--- src/rtl/wb_trace_buf.sv ---
// Writeback trace buffer: timestamps register-file writes and queues them in a
// first-word-fall-through FIFO with overflow accounting and stop-on-PC halt.
module wb_trace_buf #(
  parameter int XLEN  = 32,
  parameter int DEPTH = 16,
  parameter int CYC_W = 32,
  parameter int OVF_W = 16
) (
  input  logic                       clk,
  input  logic                       rstn,
  input  logic                       en,
  input  logic                       clear,
  input  logic                       wb_we,
  input  logic [4:0]                 wb_rd,
  input  logic [XLEN-1:0]            wb_data,
  input  logic [XLEN-1:0]            wb_pc,
  input  logic                       stop_en,
  input  logic [XLEN-1:0]            stop_pc,
  output logic                       out_valid,
  input  logic                       out_ready,
  output logic [CYC_W-1:0]           out_cycle,
  output logic [XLEN-1:0]            out_pc,
  output logic [4:0]                 out_rd,
  output logic [XLEN-1:0]            out_data,
  output logic [$clog2(DEPTH):0]     count,
  output logic                       overflow,
  output logic [OVF_W-1:0]           ovf_cnt,
  output logic                       halted
);

  localparam int AW = $clog2(DEPTH);
  localparam int CW = AW + 1;

  logic [CYC_W-1:0] mem_cycle [DEPTH];
  logic [XLEN-1:0]  mem_pc    [DEPTH];
  logic [4:0]       mem_rd    [DEPTH];
  logic [XLEN-1:0]  mem_data  [DEPTH];

  logic [AW-1:0]    wr_ptr_reg;
  logic [AW-1:0]    rd_ptr_reg;
  logic [CW-1:0]    count_reg;
  logic [CYC_W-1:0] cycle_reg;
  logic             overflow_reg;
  logic [OVF_W-1:0] ovf_cnt_reg;
  logic             halted_reg;

  logic trace_event;
  logic full;
  logic pop;
  logic push;
  logic drop;
  logic stop_hit;

  assign trace_event = en & ~halted_reg & wb_we & (wb_rd != 5'd0);
  assign full        = (count_reg == CW'(DEPTH));
  assign pop         = (count_reg != '0) & out_ready;
  // A pop frees the slot in the same edge, so a full FIFO still accepts the push.
  assign push        = trace_event & (~full | pop);
  assign drop        = trace_event & full & ~pop;
  assign stop_hit    = trace_event & stop_en & (wb_pc == stop_pc);

  always_ff @(posedge clk or negedge rstn) begin
    if (!rstn) begin
      for (int i = 0; i < DEPTH; i++) begin
        mem_cycle[i] <= '0;
        mem_pc[i]    <= '0;
        mem_rd[i]    <= '0;
        mem_data[i]  <= '0;
      end
      wr_ptr_reg   <= '0;
      rd_ptr_reg   <= '0;
      count_reg    <= '0;
      cycle_reg    <= '0;
      overflow_reg <= 1'b0;
      ovf_cnt_reg  <= '0;
      halted_reg   <= 1'b0;
    end else if (clear) begin
      wr_ptr_reg   <= '0;
      rd_ptr_reg   <= '0;
      count_reg    <= '0;
      cycle_reg    <= '0;
      overflow_reg <= 1'b0;
      ovf_cnt_reg  <= '0;
      halted_reg   <= 1'b0;
    end else begin
      if (push) begin
        mem_cycle[wr_ptr_reg] <= cycle_reg;
        mem_pc[wr_ptr_reg]    <= wb_pc;
        mem_rd[wr_ptr_reg]    <= wb_rd;
        mem_data[wr_ptr_reg]  <= wb_data;
        wr_ptr_reg            <= wr_ptr_reg + AW'(1);
      end
      if (pop) begin
        rd_ptr_reg <= rd_ptr_reg + AW'(1);
      end
      count_reg <= count_reg + CW'(push) - CW'(pop);
      if (en && !halted_reg) begin
        cycle_reg <= cycle_reg + CYC_W'(1);
      end
      if (drop) begin
        overflow_reg <= 1'b1;
        if (ovf_cnt_reg != '1) begin
          ovf_cnt_reg <= ovf_cnt_reg + OVF_W'(1);
        end
      end
      if (stop_hit) begin
        halted_reg <= 1'b1;
      end
    end
  end

  assign out_valid = (count_reg != '0);
  assign out_cycle = mem_cycle[rd_ptr_reg];
  assign out_pc    = mem_pc[rd_ptr_reg];
  assign out_rd    = mem_rd[rd_ptr_reg];
  assign out_data  = mem_data[rd_ptr_reg];
  assign count     = count_reg;
  assign overflow  = overflow_reg;
  assign ovf_cnt   = ovf_cnt_reg;
  assign halted    = halted_reg;

endmodule

--- config.mk ---
export PLATFORM = sky130hd
export DESIGN_NAME = wb_trace_buf
export DESIGN_NICKNAME = d
export VERILOG_FILES = /design/src/rtl/wb_trace_buf.sv
export SDC_FILE = /design/constraint.sdc
export NUM_CORES = 2
export LEC_CHECK = 0
export CAP_MARGIN = 5
export CORE_MARGIN = 2
export CORE_UTILIZATION = 61
export CTS_BUF_LIST = sky130_fd_sc_hd__clkbuf_4
export DETAILED_ROUTE_END_ITERATION = 8
export PLACE_DENSITY = 0.78
export SLEW_MARGIN = 0
export SYNTH_ARGS = -nofsm -noshare
export SYNTH_HDL_FRONTEND = slang
export SYNTH_SLANG_ARGS = --single-unit
--- constraint.sdc ---
create_clock -name clk -period 6.65 [get_ports clk]
set_input_delay 1.6625 -clock clk [delete_from_list [all_inputs] [get_ports clk]]
set_output_delay 1.6625 -clock clk [all_outputs]
set_load 0.005 [all_outputs]
==> impl_summary.md <==
CTS
The H-tree was split into 5 levels. The post-cts sizing count is 0. After clock tree synthesis, the clock-pin slew on the worst setup and hold paths is 0.07 ns. The deepest clock path buffer count is 4.

TritonCTS built the clock tree. The insertion delay to the later sink of the worst-skew pair is 1.35 ns. Hold repair after CTS inserted 0 buffers. Post-CTS timing repair inserted 0 buffers for setup.

TritonCTS created 435 clock buffers. In this run the clock root is driven by a sky130_fd_sc_hd__clkbuf_4. The clock net sink count is 1679.

Status
The run finished with clean final reports.

Critical path
The internal reg-to-reg setup slack is 3.09 ns. The critical path required time is 4.99 ns. In this run the worst path has a maximum fanout of 36. Measured in cells, the most critical reg-to-reg path has a length of 7.

STA classifies the critical path endpoint as an output port. STA classifies the critical path startpoint as a flip-flop. The end point of the critical path is out_data[19]. The critical register-to-register path startpoint is count[2]. The arrival time at the worst endpoint is 4.55 ns. The launching instance or port of the critical path is rd_ptr_reg[0]. In this run the critical register-to-register path is captured at mem_cycle[204]. The type of the worst setup path is reg2out.

Die
The count of boundary I/O pins is 233. The floorplan step defined a die boundary enclosing 0.132 mm^2. The die is 363 um wide.

The number of rows created at floorplan is 131. The starting density of the core is 0.616. The core region is 0.128 mm^2. From bottom edge to top edge, the die measures 363 um.

Yosys
When the netlist entered floorplanning its net count stood at 4697. The dominant synthesized flop cell is sky130_fd_sc_hd__dfrtp_1. The share of the synthesized area in the top cell type is 0.533. The mean area per synthesized cell is 17.2 um^2. The synthesized netlist occupies a cell area of 0.0788 mm^2.

Counting flops with a built-in enable in the synthesized netlist gives 0. The post-synthesis cell count is 4575. The share of synthesized flip-flops with an asynchronous set or reset is 1.00. The count of warnings emitted by yosys is 0. The most area-hungry cell type in the Yosys netlist is sky130_fd_sc_hd__dfrtp_1. Yosys attributes the largest share of cell area to sky130_fd_sc_hd__dfrtp_1 53%, sky130_fd_sc_hd__mux4_2 14%, sky130_fd_sc_hd__mux2_2 14%, sky130_fd_sc_hd__mux2_4 12%, sky130_fd_sc_hd__buf_6 1.5%.

Yosys mapped the design onto 46 distinct sky130hd cell types. The sequential element share of the synthesized area is 0.533. After synthesis the netlist holds a flip-flop and latch count of 1679.

Pwr
The largest voltage drop on the vdd net is 0.214 mV. The share of total power dissipated in the clock network is 0.356. The fraction of power consumed by combinational cells is 0.185. In this run the power spent charging and discharging nets is 6590 uW.

Cell internal power was estimated by the tool at 17400 uW. Of the total power, the share spent switching nets is 0.275. The power density over cell area is 275 mW/mm^2.

Of the total power, registers draw 0.459. The leakage dissipation is 0.0406 uW.

Timing
At the pin with the least slew margin, the transition time is 1.21 ns. The normalized max-slew margin is 0.189. The total count of max-transition violations in the final report is 0. The number of hold-slack violations in the final timing report was 0. Setup repair after global routing left no endpoint under its margin. The fmax is 0.161 GHz. Setup slack on the critical path of the routed design comes to 0.441 ns. The total setup violations reported at the end of the flow is 0.

The worst clock skew is 0.0861 ns. The share of the clock period used by the worst path is 0.934. The total negative slack is 0 ns.

For the finished layout, the period the worst path requires is 6.21 ns.

Cells and area
In the final layout, the registers with the most flip-flops are mem_cycle: 512 flops, mem_data: 512 flops, mem_pc: 512 flops. The library cells used most frequently in the layout, excluding fill and tap cells, are 1675 x sky130_fd_sc_hd__dfrtp_1, 988 x sky130_fd_sc_hd__mux2_2, 630 x sky130_fd_sc_hd__mux2_4, 621 x sky130_fd_sc_hd__clkbuf_4, 505 x sky130_fd_sc_hd__mux4_2. Of the cells placed in the final design, the portion with a size suffix greater than 1 is 0.553. After the last flow step, the layout net total stands at 5016. The leading cell type in the layout, fill and taps excluded is sky130_fd_sc_hd__dfrtp_1.

The area overhead of the layout relative to synthesis is 10.8%. For this run, the number of standard cells in the final layout without fillers is 6883.

Global route
The overall track demand over capacity in global routing is 0.288. The largest net degree at the start of global routing is 176. The leftover overflow at the end of global routing is 0. The number of antenna violations at the first check in global routing is 10. The first global-routing pass estimated 288000 um of wire. The number of global-route vias before repair was 46.9k.

Route
The detailed-route wire length per cell is 26.6 um. The DRC violation total after the first TritonRoute iteration is 2775. The routed layout has 42.8k vias. The number of nets with antenna violations after routing is 0. The iteration count of the initial detailed-routing pass is 5. Using the TritonRoute via totals, the vias-per-cell ratio works out to 6.21. The detailed-route wire length is 183000 um. For this run, design rule violations remaining after detail routing come to 0.

Place
The global placer's final weighted congestion is 0.778. The half-perimeter wire length after placement is 99500 um. The count of buffers added on input and output ports is 232. The number of placed cells counting well taps is 6119.

The setup slack at placement is 1.24 ns.

Run
The tool flagged a number of max-cap violations equal to 0.

Min path
The type of the tightest min-delay check is in2async.
==> power by group through the flow <==
stage | registers, uW | clock network, uW | logic (uW)
detailed placement | 11200 | 0 | 4490
finish | 11000 | 8540 | 4440
global placement | 11200 | 0 | 4470
floorplan | 11000 | 0 | 2790
global route | 11100 | 9350 | 4750
CTS | 11000 | 8780 | 4510
==> through the flow <==
stage	total power [uW]	hold slack, ns	area [um^2]	utilization
detailed placement	15700	0.487	82000	0.642
finish	24000	0.357	87300	0.683
floorplan	13800	0.474	78800	-
global route	25200	0.316	87300	0.683
CTS	24300	0.271	87300	0.683
global placement	15600	0.482	82000	0.642
==> cell usage after synthesis (all sizes together) (7+ instances only) <==
cell	n
dfrtp	1679
mux2	1618
mux4	505
buf	221
clkbuf	216
xnor2	54
nor2	53
nor3	22
xor2	22
nand3	21
inv	17
nand4	17
nand2	16
ha	13
a21oi	12
nor4	12
and3	9
o21ai	8
or3	8
nand2b	7
==> area by class of cell <==
type                       instances  area, um^2
sequential                      1679       42000
fill                            8562       40600
inverter                          17        63.8
antenna                           16        40.0
tap                             1662        2080
multi-input combinational       2442       34200
timing repair buffer             319        3640
clock buffer                     621        4660
clock inverter                   127         576
==> cells by family after synthesis <==
kind of cell,synth area share
and+or+nand+nor,0.0132
AOI/OAI and AO/OA,0.00296
adders and majority gates,0.00232
buffers and inverters,0.0333
DFF,0.533
muxes,0.406
xor gates and xnor gates,0.00845
==> layer usage <==
layer  global-route usage  wire [um]
met4               0.0936       4310
met5                    0         61
met2                0.441      86900
met1                0.415      81100
met3               0.0657      10800
==> worst max-delay path, stage by stage (launching register included) <==
cell and delay, ns:
sky130_fd_sc_hd__dfrtp_4 1.03, sky130_fd_sc_hd__buf_4 0.55, sky130_fd_sc_hd__mux4_2 0.57, sky130_fd_sc_hd__mux4_2 0.55, sky130_fd_sc_hd__clkdlybuf4s50_1 0.49
==> how the worst min path moves through the flow <==
stage / endpoint / cells past startpoint / slack, ns
2_1_floorplan: mem_cycle[416] / 1 / 0.47
3_3_place_gp: mem_data[436] / 1 / 0.48
3_5_place_dp: mem_pc[443] / 1 / 0.49
4_1_cts: mem_pc[163] / 1 / 0.27
5_1_grt: mem_cycle[76] / 1 / 0.32
6_report: mem_cycle[300] / 1 / 0.36
Note: power is estimated with default switching activity, not from simulation.
